## config.mk

```make
export PLATFORM = sky130hd
export DESIGN_NAME = sdram_frame_seq_flat
export DESIGN_NICKNAME = d
export VERILOG_FILES = /design/src/rtl/sdram_seq_pkg.sv /design/src/rtl/sdram_frame_seq_if.sv /design/src/rtl/sdram_frame_seq_vsync_sync_edge.sv /design/src/rtl/sdram_frame_seq.sv /design/src/flat_wrapper.sv
export SDC_FILE = /design/constraint.sdc
export NUM_CORES = 1
export LEC_CHECK = 0
export ABC_AREA = 1
export BUFFER_PORTS_ARGS = -buffer_cell sky130_fd_sc_hd__buf_2
export CELL_PAD_IN_SITES_DETAIL_PLACEMENT = 1
export CELL_PAD_IN_SITES_GLOBAL_PLACEMENT = 2
export CORE_ASPECT_RATIO = 0.75
export CORE_MARGIN = 3
export CORE_UTILIZATION = 24
export CTS_CLUSTER_SIZE = 12
export DETAILED_ROUTE_END_ITERATION = 16
export PLACE_DENSITY = 0.73
export SLEW_MARGIN = 25
export SYNTH_ARGS = -nofsm -noshare
export SYNTH_HDL_FRONTEND = slang
export SYNTH_HIERARCHICAL = 1
export SYNTH_SLANG_ARGS = --single-unit
```

## constraint.sdc

```tcl
create_clock -name clk_133M -period 1.2 [get_ports clk_133M]
set_input_delay 0.18 -clock clk_133M [delete_from_list [all_inputs] [get_ports clk_133M]]
set_output_delay 0.18 -clock clk_133M [all_outputs]
set_load 0.01 [all_outputs]
```

## src/rtl/sdram_seq_pkg.sv

```systemverilog
// -----------------------------------------------------------------------------
// sdram_seq_pkg
// Shared definitions for the SDRAM frame-buffer request sequencer:
//   - seq_state_t : request FSM encoding (IDLE / WR_REQ / RD_REQ)
//   - *_DEF       : default address-field geometry of the frame buffer
//   - FRAMES_W    : width of the completed-frame counter
// -----------------------------------------------------------------------------
package sdram_seq_pkg;

   typedef enum logic [1:0] {
      IDLE   = 2'd0,
      WR_REQ = 2'd1,
      RD_REQ = 2'd2
   } seq_state_t;

   localparam int ADDR_W_DEF  = 24;
   localparam int ROW_LSB_DEF = 9;
   localparam int ROW_W_DEF   = 13;
   localparam int BUF_BIT_DEF = 22;
   localparam int FRAMES_W    = 8;

endpackage

```

## src/rtl/sdram_frame_seq_if.sv

```systemverilog
// -----------------------------------------------------------------------------
// sdram_frame_seq_if
// Request/ack bus between the frame sequencer and sdram_top.
//   wr_sdram_req / wr_sdram_add : write burst request and row address
//   wr_sdram_ack                : write burst complete, 1-cycle pulse
//   rd_sdram_req / rd_sdram_add : read burst request and row address
//   rd_sdram_ack                : read burst complete, 1-cycle pulse
// Modports: master = sequencer side, slave = sdram_top side.
// -----------------------------------------------------------------------------
interface sdram_frame_seq_if
   import sdram_seq_pkg::*;
#(
   parameter int ADDR_W = ADDR_W_DEF
) ();

   logic              wr_sdram_req;
   logic              wr_sdram_ack;
   logic [ADDR_W-1:0] wr_sdram_add;
   logic              rd_sdram_req;
   logic              rd_sdram_ack;
   logic [ADDR_W-1:0] rd_sdram_add;

   modport master (
      output wr_sdram_req, wr_sdram_add, rd_sdram_req, rd_sdram_add,
      input  wr_sdram_ack, rd_sdram_ack
   );

   modport slave (
      input  wr_sdram_req, wr_sdram_add, rd_sdram_req, rd_sdram_add,
      output wr_sdram_ack, rd_sdram_ack
   );

endinterface

```

## src/rtl/sdram_frame_seq_vsync_sync_edge.sv

```systemverilog
// -----------------------------------------------------------------------------
// vsync_sync_edge
// Brings the asynchronous VGA vsync into the SDRAM clock domain.
//   i_clk, i_rst_n : clock, asynchronous active-low reset
//   i_async        : asynchronous level input
//   o_level        : 2-FF synchronised level
//   o_fall         : registered 1-cycle pulse on the synchronised falling edge
//                    (high during the cycle after the 3rd clock edge that
//                    follows the input fall)
// -----------------------------------------------------------------------------
module vsync_sync_edge (
   input  logic i_clk,
   input  logic i_rst_n,
   input  logic i_async,
   output logic o_level,
   output logic o_fall
);

   logic r_meta;
   logic r_sync;
   logic r_sync_d;
   logic r_fall;

   always_ff @(posedge i_clk or negedge i_rst_n) begin
      if (!i_rst_n) begin
         r_meta   <= 1'b0;
         r_sync   <= 1'b0;
         r_sync_d <= 1'b0;
         r_fall   <= 1'b0;
      end else begin
         r_meta   <= i_async;
         r_sync   <= r_meta;
         r_sync_d <= r_sync;
         r_fall   <= r_sync_d & ~r_sync;
      end
   end

   assign o_level = r_sync;
   assign o_fall  = r_fall;

endmodule

```

## src/rtl/sdram_frame_seq.sv

```systemverilog
// -----------------------------------------------------------------------------
// sdram_frame_seq
// Arbitrates row-burst writes (ROM->FIFO->SDRAM) and row-burst reads
// (SDRAM->VGA FIFO) onto the single sdram_top request/ack pair. Reads win
// ties, one request outstanding at a time, read frame restarts on vsync low.
// Ports:
//   clk_133M, rst_133     : clock, asynchronous active-low reset
//   vsync_i               : raw VGA vsync (low = blanking)
//   wr_fifo_used          : write-FIFO fill level
//   rd_fifo_used          : read-FIFO fill level
//   fifo_clear            : 1-cycle pulse on synchronised vsync fall
//   frame_ready           : sticky, at least one full frame in SDRAM
//   frames_written        : completed-frame counter
//   bus (master)          : request/ack/address bus to sdram_top
// Build option: define PINGPONG_EN for double buffering; otherwise a single
// buffer is written once and then only read.
// -----------------------------------------------------------------------------
module sdram_frame_seq
   import sdram_seq_pkg::*;
#(
   parameter int ADDR_W    = ADDR_W_DEF,
   parameter int ROW_LSB   = ROW_LSB_DEF,
   parameter int ROW_W     = ROW_W_DEF,
   parameter int BUF_BIT   = BUF_BIT_DEF,
   parameter int NUM_ROWS  = 128,
   parameter int CNT_W     = 11,
   parameter int WR_THRESH = 512,
   parameter int RD_THRESH = 512
) (
   input  logic                clk_133M,
   input  logic                rst_133,
   input  logic                vsync_i,
   input  logic [CNT_W-1:0]    wr_fifo_used,
   input  logic [CNT_W-1:0]    rd_fifo_used,
   output logic                fifo_clear,
   output logic                frame_ready,
   output logic [FRAMES_W-1:0] frames_written,
   sdram_frame_seq_if.master   bus
);

   // Row counters must be able to hold NUM_ROWS itself ("frame done").
   localparam int W_ROW = $clog2(NUM_ROWS + 1);
   localparam logic [W_ROW-1:0] LP_NROWS = W_ROW'(NUM_ROWS);
   localparam logic [W_ROW-1:0] LP_LAST  = W_ROW'(NUM_ROWS - 1);
   localparam logic [CNT_W-1:0] LP_WR_TH = CNT_W'(WR_THRESH);
   localparam logic [CNT_W-1:0] LP_RD_TH = CNT_W'(RD_THRESH);

   seq_state_t          r_state;
   seq_state_t          w_state_nxt;
   logic [W_ROW-1:0]    r_wr_row;
   logic [W_ROW-1:0]    r_rd_row;
   logic                r_wr_buf;
   logic                r_rd_buf;
   logic                r_last_buf;
   logic                r_frame_ready;
   logic [FRAMES_W-1:0] r_frames_written;
   logic [ADDR_W-1:0]   r_wr_add;
   logic [ADDR_W-1:0]   r_rd_add;

   logic w_vs_sync;
   logic w_rd_elig;
   logic w_wr_elig;
   logic w_wr_stall;
   logic w_issue_wr;
   logic w_issue_rd;
   logic w_wr_done;
   logic w_rd_done;
   logic w_frame_done;

   function automatic logic [ADDR_W-1:0] f_addr(input logic [W_ROW-1:0] row,
                                                input logic buf_sel);
      logic [ADDR_W-1:0] a;
      a = '0;
      a[ROW_LSB +: ROW_W] = ROW_W'(row);
      a[BUF_BIT] = buf_sel;
      return a;
   endfunction

   vsync_sync_edge u_vsync (
      .i_clk   (clk_133M),
      .i_rst_n (rst_133),
      .i_async (vsync_i),
      .o_level (w_vs_sync),
      .o_fall  (fifo_clear)
   );

`ifdef PINGPONG_EN
   // Writer waits at row 0 of the buffer the reader is still scanning.
   // Before the first frame exists the reader is idle, so no stall then.
   assign w_wr_stall = r_frame_ready & (r_wr_row == '0) & (r_wr_buf == r_rd_buf)
                     & w_vs_sync & (r_rd_row < LP_NROWS);
`else
   assign w_wr_stall = 1'b0;
`endif

   assign w_rd_elig = r_frame_ready & w_vs_sync & (r_rd_row < LP_NROWS)
                    & (rd_fifo_used <= LP_RD_TH);
   assign w_wr_elig = (r_wr_row < LP_NROWS) & (wr_fifo_used >= LP_WR_TH) & ~w_wr_stall;

   // Acks only count against the matching outstanding request.
   assign w_wr_done    = (r_state == WR_REQ) & bus.wr_sdram_ack;
   assign w_rd_done    = (r_state == RD_REQ) & bus.rd_sdram_ack;
   assign w_frame_done = w_wr_done & (r_wr_row == LP_LAST);

   always_ff @(posedge clk_133M or negedge rst_133) begin
      if (!rst_133) r_state <= IDLE;
      else          r_state <= w_state_nxt;
   end

   always_comb begin
      w_state_nxt = r_state;
      w_issue_wr  = 1'b0;
      w_issue_rd  = 1'b0;
      case (r_state)
         IDLE: begin
            if (w_rd_elig) begin
               w_state_nxt = RD_REQ;
               w_issue_rd  = 1'b1;
            end else if (w_wr_elig) begin
               w_state_nxt = WR_REQ;
               w_issue_wr  = 1'b1;
            end
         end
         WR_REQ:  if (bus.wr_sdram_ack) w_state_nxt = IDLE;
         RD_REQ:  if (bus.rd_sdram_ack) w_state_nxt = IDLE;
         default: w_state_nxt = IDLE;
      endcase
   end

   always_ff @(posedge clk_133M or negedge rst_133) begin
      if (!rst_133) begin
         r_wr_row         <= '0;
         r_rd_row         <= '0;
         r_wr_buf         <= 1'b0;
         r_rd_buf         <= 1'b0;
         r_last_buf       <= 1'b0;
         r_frame_ready    <= 1'b0;
         r_frames_written <= '0;
         r_wr_add         <= '0;
         r_rd_add         <= '0;
      end else begin
         // Addresses are latched at issue so they stay put while req is high.
         if (w_issue_wr) r_wr_add <= f_addr(r_wr_row, r_wr_buf);
         if (w_issue_rd) r_rd_add <= f_addr(r_rd_row, r_rd_buf);

         if (w_wr_done) begin
`ifdef PINGPONG_EN
            r_wr_row <= w_frame_done ? '0 : r_wr_row + W_ROW'(1);
`else
            r_wr_row <= r_wr_row + W_ROW'(1);
`endif
         end

         if (w_frame_done) begin
            r_frame_ready <= 1'b1;
            r_last_buf    <= r_wr_buf;
`ifdef PINGPONG_EN
            r_wr_buf         <= ~r_wr_buf;
            r_frames_written <= r_frames_written + FRAMES_W'(1);
`else
            if (r_frames_written == '0) r_frames_written <= FRAMES_W'(1);
`endif
         end

         // A read finishing during blanking starts the next frame at row 0.
         if (w_rd_done)
            r_rd_row <= w_vs_sync ? r_rd_row + W_ROW'(1) : '0;
         else if (!w_vs_sync && (r_state != RD_REQ))
            r_rd_row <= '0;

         // A frame completing on the clear cycle is the freshest buffer.
         if (fifo_clear)
            r_rd_buf <= w_frame_done ? r_wr_buf : r_last_buf;
      end
   end

   assign bus.wr_sdram_req = (r_state == WR_REQ);
   assign bus.rd_sdram_req = (r_state == RD_REQ);
   assign bus.wr_sdram_add = r_wr_add;
   assign bus.rd_sdram_add = r_rd_add;
   assign frame_ready      = r_frame_ready;
   assign frames_written   = r_frames_written;

endmodule

```

## src/flat_wrapper.sv

```systemverilog
// flat-port wrapper written by rule: the top's interface ports become plain ports
module sdram_frame_seq_flat import sdram_seq_pkg::*;
#(
   parameter int ADDR_W    = ADDR_W_DEF,
   parameter int ROW_LSB   = ROW_LSB_DEF,
   parameter int ROW_W     = ROW_W_DEF,
   parameter int BUF_BIT   = BUF_BIT_DEF,
   parameter int NUM_ROWS  = 128,
   parameter int CNT_W     = 11,
   parameter int WR_THRESH = 512,
   parameter int RD_THRESH = 512
)
  (clk_133M, rst_133, vsync_i, wr_fifo_used, rd_fifo_used, fifo_clear, frame_ready, frames_written, bus_wr_sdram_req, bus_wr_sdram_add, bus_rd_sdram_req, bus_rd_sdram_add, bus_wr_sdram_ack, bus_rd_sdram_ack);
  sdram_frame_seq_if #(.ADDR_W(ADDR_W)) bus_i ();
  input  logic clk_133M;
  input  logic rst_133;
  input  logic vsync_i;
  input  logic [CNT_W-1:0] wr_fifo_used;
  input  logic [CNT_W-1:0] rd_fifo_used;
  output logic fifo_clear;
  output logic frame_ready;
  output logic [FRAMES_W-1:0] frames_written;
  output wire logic [$bits(bus_i.wr_sdram_req)-1:0] bus_wr_sdram_req;
  output wire logic [$bits(bus_i.wr_sdram_add)-1:0] bus_wr_sdram_add;
  output wire logic [$bits(bus_i.rd_sdram_req)-1:0] bus_rd_sdram_req;
  output wire logic [$bits(bus_i.rd_sdram_add)-1:0] bus_rd_sdram_add;
  input wire logic [$bits(bus_i.wr_sdram_ack)-1:0] bus_wr_sdram_ack;
  input wire logic [$bits(bus_i.rd_sdram_ack)-1:0] bus_rd_sdram_ack;
  assign bus_wr_sdram_req = bus_i.wr_sdram_req;
  assign bus_wr_sdram_add = bus_i.wr_sdram_add;
  assign bus_rd_sdram_req = bus_i.rd_sdram_req;
  assign bus_rd_sdram_add = bus_i.rd_sdram_add;
  assign bus_i.wr_sdram_ack = bus_wr_sdram_ack;
  assign bus_i.rd_sdram_ack = bus_rd_sdram_ack;
  sdram_frame_seq #(.ADDR_W(ADDR_W), .ROW_LSB(ROW_LSB), .ROW_W(ROW_W), .BUF_BIT(BUF_BIT), .NUM_ROWS(NUM_ROWS), .CNT_W(CNT_W), .WR_THRESH(WR_THRESH), .RD_THRESH(RD_THRESH)) u_core (.clk_133M(clk_133M), .rst_133(rst_133), .vsync_i(vsync_i), .wr_fifo_used(wr_fifo_used), .rd_fifo_used(rd_fifo_used), .fifo_clear(fifo_clear), .frame_ready(frame_ready), .frames_written(frames_written), .bus(bus_i));
endmodule
```

==> flow_summary_export.csv, run 1 <==
group,metric,value,unit
sta,final.period_utilization,1.07,
clock_tree,clock_tree.root_cell,"clkbuf_16",
power_and_ir_drop,leakage,0.00145,uW
route,wl,5.30,mm
sta,rsz0062_at_grt,"true",
setup_path,end_kind,"flip-flop",
setup_path,path_max_fanout,16,
sta,setup-violations-final,22,
clock_tree,cts_buffers,5,
final_layout,layout.nets,331,
setup_path,worst_ep_arrival_time,1460,ps
power_and_ir_drop,vdd_drop_max,508,uV
synthesis,ys_warn_count,8,
clock_tree,ctsHtreeMaxLevel,2,
global_routing,grt_pass1_wl,8.08,mm
outcome,violations,"negative setup slack",
global_routing,grt_max_degree,41,
floorplan,die_w,113,um
sta,setup_tns,-1280,ps
sta,layout_setup_ws,-83.3,ps
outcome,status,"complete, but fails checks",
route,drc_errors,0,
global_routing,globalRoute.totalOverflow,0,
synthesis,ys_types,26,
setup_path,rrSetupSlack,-80,ps
setup_path,cp.required,1370,ps
worst_hold_path,min-delay-start,"vsync_i",
place,post-dp-hpwl,3.71,mm
route,drtPass1Iterations,4,
final_layout,ff_latch_area,1000,um2
setup_path,critPathKind,"flip-flop to flip-flop",
worst_hold_path,worst_hold_path.num_cells,1,
sta,hold_violations,0,
global_routing,grt_usage,0.105,
sta,skew,4.97,ps
synthesis,avgSynthCellArea,9.19,um2
route,detail_route.wl_per_cell,13.0,um
final_layout,multi_input_area,1020,um2
synthesis,ys_top_cells_by_area,"dfrtp_1 48%, buf_4 14%, nand2_1 7.8%, inv_1 4.3%, nand4_1 3.3%",
clock_tree,cts_buffer_depth,2,
global_routing,antenna_found_initial,0,
floorplan,fp.dieH,86.6,um
floorplan,die-area,9820,um2
final_layout,syn_to_final_growth,38.9,%
clock_tree,clkLatencyLatePin,280,ps
flow_run,max_cap_viol_count,0,
place,io_buffer_count,38,
route,num_vias,1644,
synthesis,synth.cell_area,2080,um2
synthesis,synth_top_cell_area_share,0.482,
synthesis,syn-instance-count,226,
place,gp_congestion,0.803,
route,ant_nets,0,
setup_path,critPathLaunchType,"flip-flop",
clock_tree,cts_tree,"done",
sta,fin_crit,1280,ps
final_layout,n_antenna_cell,0,
floorplan,start_util,0.254,
synthesis,yosysTopAreaCell,"dfrtp_1",
synthesis,seq_area_frac_synth,0.482,
setup_path,reg2reg_depth,7,
sta,finalMaxSlewViolations,0,
clock_tree,clk_pin_slew_worst_paths,60,ps
floorplan,ioPinCount,87,
floorplan,core,8160,um2
global_routing,grt_pass1_vias,1608,
place,placed_cell_area,2450,um2
final_layout,design_area,2880,um2
final_layout,nFillCells,980,
sta,timing.fmax,779,MHz
worst_hold_path,hold_path_class,"input port to flip-flop",
route,drt_iter0_drc,41,
clock_tree,cts.sinks,40,
route,viasPerCell,4.03,
power_and_ir_drop,power.density,1580,nW/um2
synthesis,synth_seq_cells,40,
final_layout,drive_above_1_share,0.442,
floorplan,core.rowCount,28,
setup_path,rr_startpoint,"u_core/r_rd_row[7]",
setup_path,startpoint,"u_core/r_rd_row[7]",
-- state kept, by name, indices dropped and copies added (netlist names) --
| register | count |
|---|---|
| u_core/r_wr_row | 8 |
| u_core/u_vsync/r_meta | 1 |
| u_core/u_vsync/r_sync_d | 1 |
| u_core/r_rd_row | 8 |
| u_core/bus.rd_sdram_add | 8 |
| u_core/frames_written | 1 |
| u_core/r_state | 2 |
| u_core/u_vsync/o_fall | 1 |
| u_core/u_vsync/o_level | 1 |
| u_core/bus.wr_sdram_add | 8 |
| u_core/frame_ready | 1 |
-- where the power goes --
part	switching [uW]	internal, uW
clock network	503	818
logic	779	701
registers	180	1570
-- critical path, cell delays in order (launching register included) --
cell	delay, ps
dfrtp_1	390
inv_2	90
nand2_2	70
nor3_4	180
nand3_2	130
buf_12	180
nand2_2	70
o21ai_2	40
-- path summary, 6_finish.rpt --
kind,end
setup / recovery,u_core/bus.rd_sdram_add[10]
setup reg to reg,u_core/bus.rd_sdram_add[10]
min in group asynchronous,u_core/r_wr_row[6]
hold reg to reg,u_core/u_vsync/o_level
max in group asynchronous,u_core/r_rd_row[2]
hold / removal,u_core/u_vsync/r_meta
-- through the flow --
step | total power (uW) | instances | utilization | hold slack [ps] | worst slack [ps]
after floorplan | 2430 | 264 | - | -116 | -19.4
after global placement | 2900 | 391 | 0.301 | 168 | -63.5
after detailed placement | 2930 | 391 | 0.301 | 176 | -117
after CTS | 4420 | 404 | 0.334 | 12.6 | -128
after global routing | 4860 | 408 | 0.353 | 16.1 | -156
final | 4550 | 408 | 0.353 | 19.8 | -83.3
-- final cells by class --
class | instances | share of cell area
multi-input cells | 160 | 0.353
inverters | 25 | 0.0334
clock inverters | 2 | 0.00347
flip-flops and latches | 40 | 0.348
repair buffers | 70 | 0.168
well taps | 105 | 0.0456
clock buffers | 6 | 0.0482
-- Yosys cell counts (all sizes together) --
master   n
nand2   45
nor2    16
nor3     2
ha       2
nand4   11
conb     1
and2     1
o22ai    1
nand3   14
xnor2    4
dfrtp   40
nor4     1
buf     40
mux2     1
o21ai   18
inv     25
xor2     4
-- cells in the final DEF (no fill, tap or decap), types with 6 or more instances in the layout --
cell type,count
conb_1,39
dfrtp_1,38
buf_2,36
nand2_1,30
buf_4,25
inv_1,18
nand2_2,12
o21ai_2,11
nand4_1,11
nor2_1,8
nand3_1,7
buf_6,6
inv_2,6
-- timing repair --
action	4_1_cts	5_1_grt
pin swaps	3	11
hold buffers	1	0
buffers inserted	3	4
resized for setup	24	37
setup endpoints to repair	29	33
gates cloned	1	0
hold endpoints to repair	40	0
-- routing by layer --
metal / global-route usage / vias up / wire [um]
li1: - / 798 / -
met3: 0.0272 / 12 / 358
met5: 0 / - / 0
met1: 0.142 / 777 / 2390
met4: 0.0393 / 0 / 117
met2: 0.162 / 57 / 2440
-- kinds of logic after synthesis --
logic type | after synthesis | share of synthesized area
xor gates and xnor gates | 8 | 0.0337
muxes | 1 | 0.00542
other | 1 | 0.00181
adders and majority gates | 2 | 0.0120
buffers and inverters | 65 | 0.192
and+or+nand+nor | 90 | 0.214
AOI/OAI and AO/OA | 19 | 0.0590
DFF | 40 | 0.482
No activity file was read; power rests on OpenSTA's default activity.
==> run 2, diff against run 1 <==
--- a/config.mk
+++ b/config.mk
@@ -5,16 +5,15 @@
 export SDC_FILE = /design/constraint.sdc
 export NUM_CORES = 1
 export LEC_CHECK = 0
-export ABC_AREA = 1
 export BUFFER_PORTS_ARGS = -buffer_cell sky130_fd_sc_hd__buf_2
 export CELL_PAD_IN_SITES_DETAIL_PLACEMENT = 1
 export CELL_PAD_IN_SITES_GLOBAL_PLACEMENT = 2
 export CORE_ASPECT_RATIO = 0.75
 export CORE_MARGIN = 3
-export CORE_UTILIZATION = 24
+export CORE_UTILIZATION = 26
 export CTS_CLUSTER_SIZE = 12
 export DETAILED_ROUTE_END_ITERATION = 16
-export PLACE_DENSITY = 0.73
+export PLACE_DENSITY = 0.75
 export SLEW_MARGIN = 25
 export SYNTH_ARGS = -nofsm -noshare
 export SYNTH_HDL_FRONTEND = slang
==> run 2 against run 1 <==
The run still ends with negative setup slack left. Sequential share of layout area up 0.23 points. First-iteration DRC count shrank 7.3%. Critical endpoint is now u_core/bus.wr_sdram_add[11]. Maximum frequency is 17% lower. Utilization is 5.0 points higher. Sequential power fell by 5%. Die area decreased by 11%. Largest cell class unchanged. Highest routed layer unchanged. Clock skew is 0.62 ps lower. Critical path type is now input port to flip-flop. Largest power group unchanged. Non-clock buffer count rose by 11. Via count shrank 12%. Flip-flop and latch count unchanged. Critical path depth unchanged.
==> flow_summary_export.csv, run 2 <==
group,metric,value,unit
synthesis,async_flop_share,1.00,
sta,timing.fmax,646,MHz
setup_path,cp.required,1370,ps
synthesis,ys_types,36,
sta,setup-violations-final,38,
route,top_layer,"met4",
global_routing,grt_max_degree,22,
sta,skew,4.35,ps
outcome,status,"complete, but fails checks",
sta,fin_crit,1550,ps
setup_path,path_max_fanout,5,
final_layout,utilization,0.403,
setup_path,rrSetupSlack,-320,ps
route,num_vias,1443,
power_and_ir_drop,power.density,1420,nW/um2
power_and_ir_drop,leakage,0.00145,uW
floorplan,die-area,8720,um2
floorplan,core,7090,um2
place,placed_cell_area,2390,um2
sta,rsz0062_at_grt,"true",
final_layout,layout_common_cells,"40 x dfrtp_1, 39 x conb_1, 35 x buf_2",
floorplan,ioPinCount,87,
setup_path,end_kind,"flip-flop",
clock_tree,clkLatencyLatePin,290,ps
sta,hold_ws,159,ps
route,wl_met1,2.21,mm
route,drtPass1Iterations,4,
power_and_ir_drop,report.power.total,4060,uW
global_routing,antenna_found_initial,0,
final_layout,design_area,2860,um2
power_and_ir_drop,vdd_drop_max,588,uV
place,post-dp-hpwl,3.49,mm
global_routing,grt_pass1_vias,1520,
clock_tree,cts_buffer_depth,2,
route,wl_met2,2.28,mm
global_routing,grt_usage,0.117,
route,dr_wl_met3,392,um
floorplan,core.rowCount,26,
clock_tree,ctsHtreeMaxLevel,2,
final_layout,drive_above_1_share,0.521,
sta,final.period_utilization,1.29,
synthesis,ys_warn_count,8,
final_layout,final_common_cell,"dfrtp_1",
sta,hold_violations,0,
synthesis,synth_top_cell_area_share,0.505,
floorplan,die_w,107,um
floorplan,fp.dieH,81.6,um
outcome,violations,"negative setup slack",
synthesis,synth_commonest_cells,"40 x dfrtp_1, 39 x buf_4, 15 x mux2_2",
setup_path,r2r_end,"u_core/bus.wr_sdram_add[11]",
synthesis,syn-instance-count,169,
synthesis,synth.cell_area,1980,um2
setup_path,rr_startpoint,"u_core/u_vsync/o_level",
final_layout,n_antenna_cell,0,
setup_path,reg2reg_depth,4,
synthesis,ys.flop_type,"dfrtp_1",
route,ant_nets,0,
clock_tree,cts_buffers,5,
final_layout,nFillCells,800,
place,gp_congestion,0.730,
route,drc_errors,0,
flow_run,max_cap_viol_count,0,
worst_hold_path,hold_path_class,"input port to flip-flop",
route,detail_route.wl_per_cell,13.9,um
route,viasPerCell,4.06,
route,wl,4.92,mm
setup_path,worst_ep_arrival_time,1720,ps
global_routing,grt_pass1_wl,7.87,mm
worst_hold_path,min-delay-start,"bus_rd_sdram_ack",
synthesis,synth.most_common_cell,"dfrtp_1",
floorplan,start_util,0.279,
clock_tree,cts.sinks,40,
synthesis,synth_edf_count,0,
sta,setup_tns,-7140,ps
synthesis,ys_top_cells_by_area,"dfrtp_1 51%, buf_4 15%, mux2_2 8.5%, xnor2_1 2.7%, o21ai_0 2.0%",
place,io_buffer_count,38,
clock_tree,clock_tree.root_cell,"clkbuf_8",
setup_path,critPathLaunchType,"input port",
clock_tree,clk_pin_slew_worst_paths,80,ps
setup_path,critPathKind,"input port to flip-flop",
route,drt_iter0_drc,38,
clock_tree,cts_tree,"done",
worst_hold_path,worst_hold_path.num_cells,2,
final_layout,layout.nets,285,
synthesis,yosysTopAreaCell,"dfrtp_1",
synthesis,seq_area_frac_synth,0.505,
synthesis,synth_seq_cells,40,
synthesis,avgSynthCellArea,11.7,um2
sta,finalMaxSlewViolations,0,
global_routing,globalRoute.totalOverflow,0,
sta,layout_setup_ws,-349,ps
worst_hold_path,min_to,"u_core/r_state[1]",
final_layout,syn_to_final_growth,44.2,%
run 2: changes by cell type after synthesis, sizes merged, moves of 6 or more:
cell   before  now
nand4      11    5
mux2        1   15
inv        25    2
nand2      45    9
nor2       16    5
nand3      14    4
o21ai      18    8
run 2: cell families (layout without fill, tap and decap cells):
group           Yosys count  after routing  synth area share
buf+inv                  42             91             0.153
simple gates             41             41             0.127
flops                    40             40             0.505
compound gates           19             20            0.0751
mux                      15             15            0.0852
xor+xnor                  9              9            0.0398
fa+ha+maj                 2              2            0.0126
other cells               1             39           0.00189
run 2: metrics by stage:
step	std cells	worst slack, ps
floorplan	207	-492
global placement	333	-785
detailed placement	333	-813
CTS	349	-332
global route	355	-361
finish	355	-349
run 2: repair_timing:
action	in CTS	in global routing
setup buffers	7	7
pin swaps	20	7
resized for setup	48	13
endpoints found under the setup margin	38	38
hold buffers	1	1
hold endpoints to repair	9	1
gates cloned	1	0
run 2: cell type report:
class | count | area [um2] | share of cell area
inverter | 2 | 10.0 | 0.00350
clock buffer | 5 | 68.8 | 0.0241
multi-input combinational | 126 | 1010 | 0.352
sequential | 40 | 1000 | 0.350
tap | 98 | 123 | 0.0429
clock inverter | 3 | 42.5 | 0.0149
timing repair buffer | 81 | 607 | 0.212
run 2: worst max-delay path: stages:
cell      delay [ps]
buf_6             90
or4_4            530
o41ai_4          230
buf_6            180
a211oi_4          70
buf_12           150
mux2_4           300
run 2: worst max path at each step:
stage	startpoint	endpoint	cells after the start
after global placement	rd_fifo_used[2]	u_core/bus.rd_sdram_add[11]	5
after global routing	rd_fifo_used[7]	u_core/bus.wr_sdram_add[11]	7
final	rd_fifo_used[7]	u_core/bus.wr_sdram_add[11]	7
after floorplan	u_core/u_vsync/o_level	u_core/bus.wr_sdram_add[10]	3
after detailed placement	rd_fifo_used[2]	u_core/bus.rd_sdram_add[11]	5
after CTS	rd_fifo_used[7]	u_core/bus.wr_sdram_add[11]	7
run 2: layer usage:
metal | vias up | track usage
li1 | 681 | -
met1 | 698 | 0.153
met2 | 62 | 0.191
met3 | 2 | 0.0330
met4 | 0 | 0.0319
met5 | - | 0
run 2: where the power goes:
part / switching, uW / internal (uW) / leakage [uW]
Combinational: 594 / 717 / 0.000871
Sequential: 111 / 1550 / 0.000529
Clock: 470 / 615 / 0.0000541
==> run 3, diff against run 2 <==
--- a/config.mk
+++ b/config.mk
@@ -10,12 +10,11 @@
 export CELL_PAD_IN_SITES_GLOBAL_PLACEMENT = 2
 export CORE_ASPECT_RATIO = 0.75
 export CORE_MARGIN = 3
-export CORE_UTILIZATION = 26
+export CORE_UTILIZATION = 25
 export CTS_CLUSTER_SIZE = 12
 export DETAILED_ROUTE_END_ITERATION = 16
-export PLACE_DENSITY = 0.75
+export PLACE_DENSITY = 0.74
 export SLEW_MARGIN = 25
 export SYNTH_ARGS = -nofsm -noshare
 export SYNTH_HDL_FRONTEND = slang
-export SYNTH_HIERARCHICAL = 1
 export SYNTH_SLANG_ARGS = --single-unit
==> run 3 against run 2 <==
The run still ends with negative setup slack left. Utilization decreased by 4.6 points. Clock skew increased by 0.67 ps. Wire length decreased by 9.7%. Die area increased by 2.8%. Largest power group unchanged. Cell count decreased by 1.4%. Cell area decreased by 6.7%. Clock-buffer cell count increased by 1. Worst setup slack improved by 17 ps. Worst hold slack got worse by 25 ps.
==> flow_summary_export.csv, run 3 <==
group,metric,value,unit
synthesis,ys_top_cells_by_area,"dfrtp_1 51%, buf_4 15%, mux2_2 8.0%, o21ai_0 3.1%, xnor2_1 2.2%",
setup_path,cp_slowest_stage_delay,380,ps
synthesis,ys.flop_type,"dfrtp_1",
final_layout,nFillCells,839,
clock_tree,cts.sinks,40,
synthesis,synth_top_cell_area_share,0.510,
setup_path,end_kind,"flip-flop",
synthesis,synth_edf_count,0,
floorplan,start_util,0.263,
power_and_ir_drop,power.density,1350,nW/um2
clock_tree,cts_buffers,5,
sta,skew,5.02,ps
global_routing,grt_util_met2,0.143,
final_layout,syn_to_final_growth,35.8,%
setup_path,critPathLaunchType,"flip-flop",
synthesis,syn-instance-count,173,
global_routing,grt_use_met1,0.137,
place,io_buffer_count,38,
floorplan,die-area,8960,um2
final_layout,layout.nets,278,
final_layout,multi_input_area,941,um2
global_routing,globalRoute.totalOverflow,0,
floorplan,fp.dieH,82.7,um
synthesis,synth_commonest_cells,"40 x dfrtp_1, 39 x buf_4, 14 x mux2_2",
power_and_ir_drop,report.power.total,3590,uW
outcome,violations,"negative setup slack",
clock_tree,clk_pin_slew_worst_paths,70,ps
final_layout,design_area,2670,um2
route,num_vias,1395,
setup_path,cp_slowest_cell,"dfrtp_1",
floorplan,core,7470,um2
sta,hold_violations,0,
final_layout,drive_above_1_share,0.478,
global_routing,grt_pass1_vias,1389,
synthesis,yosysTopAreaCell,"dfrtp_1",
synthesis,synth.most_common_cell,"dfrtp_1",
synthesis,synth_seq_cells,40,
global_routing,antenna_found_initial,0,
global_routing,top_usage_layer,"met2",
synthesis,ys_warn_count,1,
final_layout,ff_latch_area,1000,um2
route,drc_errors,0,
sta,setup-violations-final,37,
global_routing,grt_max_degree,41,
synthesis,seq_area_frac_synth,0.510,
power_and_ir_drop,vdd_drop_max,412,uV
place,gp_congestion,0.780,
clock_tree,clock_tree.root_cell,"clkbuf_8",
global_routing,grt_pass1_wl,6.91,mm
floorplan,ioPinCount,87,
sta,fin_crit,1530,ps
final_layout,layout_common_cells,"40 x dfrtp_1, 39 x conb_1, 35 x buf_2",
final_layout,final_common_cell,"dfrtp_1",
final_layout,utilization,0.357,
power_and_ir_drop,leakage,0.00136,uW
route,ant_nets,0,
route,drtPass1Iterations,3,
setup_path,worstPathCellList,"nor4b_2 > buf_4 > a211oi_4 > buf_12 > mux2_2",
route,wl,4.45,mm
clock_tree,cts_buffer_depth,2,
sta,rsz0062_at_grt,"true",
synthesis,ys_types,35,
sta,finalMaxSlewViolations,0,
sta,layout_setup_ws,-332,ps
outcome,status,"complete, but fails checks",
setup_path,worst_ep_arrival_time,1700,ps
synthesis,async_flop_share,1.00,
synthesis,avgSynthCellArea,11.3,um2
sta,timing.fmax,653,MHz
clock_tree,clkLatencyLatePin,280,ps
sta,final.period_utilization,1.28,
clock_tree,ctsHtreeMaxLevel,2,
synthesis,synth.cell_area,1960,um2
place,placed_cell_area,2330,um2
route,viasPerCell,3.99,
final_layout,n_antenna_cell,0,
place,post-dp-hpwl,3.19,mm
worst_hold_path,hold_path_class,"input port to flip-flop",
setup_path,cp.required,1370,ps
global_routing,use_met3,0.0373,
route,drt_iter0_drc,19,
setup_path,critPathKind,"flip-flop to flip-flop",
flow_run,max_cap_viol_count,0,
clock_tree,cts_tree,"done",
route,detail_route.wl_per_cell,12.7,um
floorplan,die_w,108,um
setup_path,path_max_fanout,8,
floorplan,core.rowCount,27,
global_routing,grt_usage,0.100,
[run 3: critical path: cells and delay by family (launching register included)]
kind	cells	cell delay (ps)
compound gates	1	230
buf+inv	2	320
flops	1	380
mux	1	330
simple gates	1	160
[run 3: final timing paths]
path	slack (ps)	start	endpoint	depth (start not counted)
min reg2reg	360	u_core.u_vsync.r_meta	u_core.u_vsync.o_level	0
min	130	bus_rd_sdram_ack	u_core.r_state[1]	2
max in group asynchronous	600	rst_133	u_core.u_vsync.o_fall	3
max reg2reg	-330	u_core.frame_ready	u_core.bus.wr_sdram_add[12]	5
min in group asynchronous	380	rst_133	u_core.bus.wr_sdram_add[13]	3
max	-330	u_core.frame_ready	u_core.bus.wr_sdram_add[12]	5
[run 3: layer usage]
layer  part of all wire  wire, um
met4              0.014        62
met2               0.43      1910
met3              0.091       403
met1               0.47      2070
met5                  0         0
[run 3: power by group]
| part | switching [uW] | internal (uW) | total (uW) |
|---|---|---|---|
| sequential | 138 | 1560 | 1690 |
| combinational | 498 | 578 | 1080 |
| clock | 429 | 395 | 824 |
[run 3: cell families (layout without fill, tap and decap cells)]
kind of cell               count (synthesis)  count (layout)  synth area share
buffers and inverters                     45              82             0.161
DFF                                       40              40             0.510
adders and majority gates                  2               2            0.0127
AOI/OAI and AO/OA                         20              20            0.0739
xor gates and xnor gates                   8               8            0.0357
muxes                                     15              15            0.0854
other                                      1              39           0.00191
and+or+nand+nor                           42              43             0.120
[run 3: through the flow]
stage	worst slack (ps)	setup TNS [ps]	instances	hold slack [ps]
finish	-332	-7420	350	134
detailed placement	-680	-13240	334	168
floorplan	-445	-7810	211	-116
global route	-384	-9590	350	153
CTS	-319	-6790	350	137
global placement	-648	-12340	334	169
[run 3: repair_timing]
item | CTS | global route
pin swaps | 10 | 12
resized for setup | 28 | 24
setup endpoints to repair | 34 | 38
cloned | 1 | 0
hold endpoints to repair | 41 | 0
hold buffers | 2 | 0
buffers inserted | 6 | 3
[run 3: layout make-up]
class | count | area share
well taps | 101 | 0.0474
flip-flops and latches | 40 | 0.376
repair buffers | 70 | 0.187
multi-input cells | 127 | 0.353
inverters | 5 | 0.00798
clock inverters | 1 | 0.00188
clock buffers | 6 | 0.0272
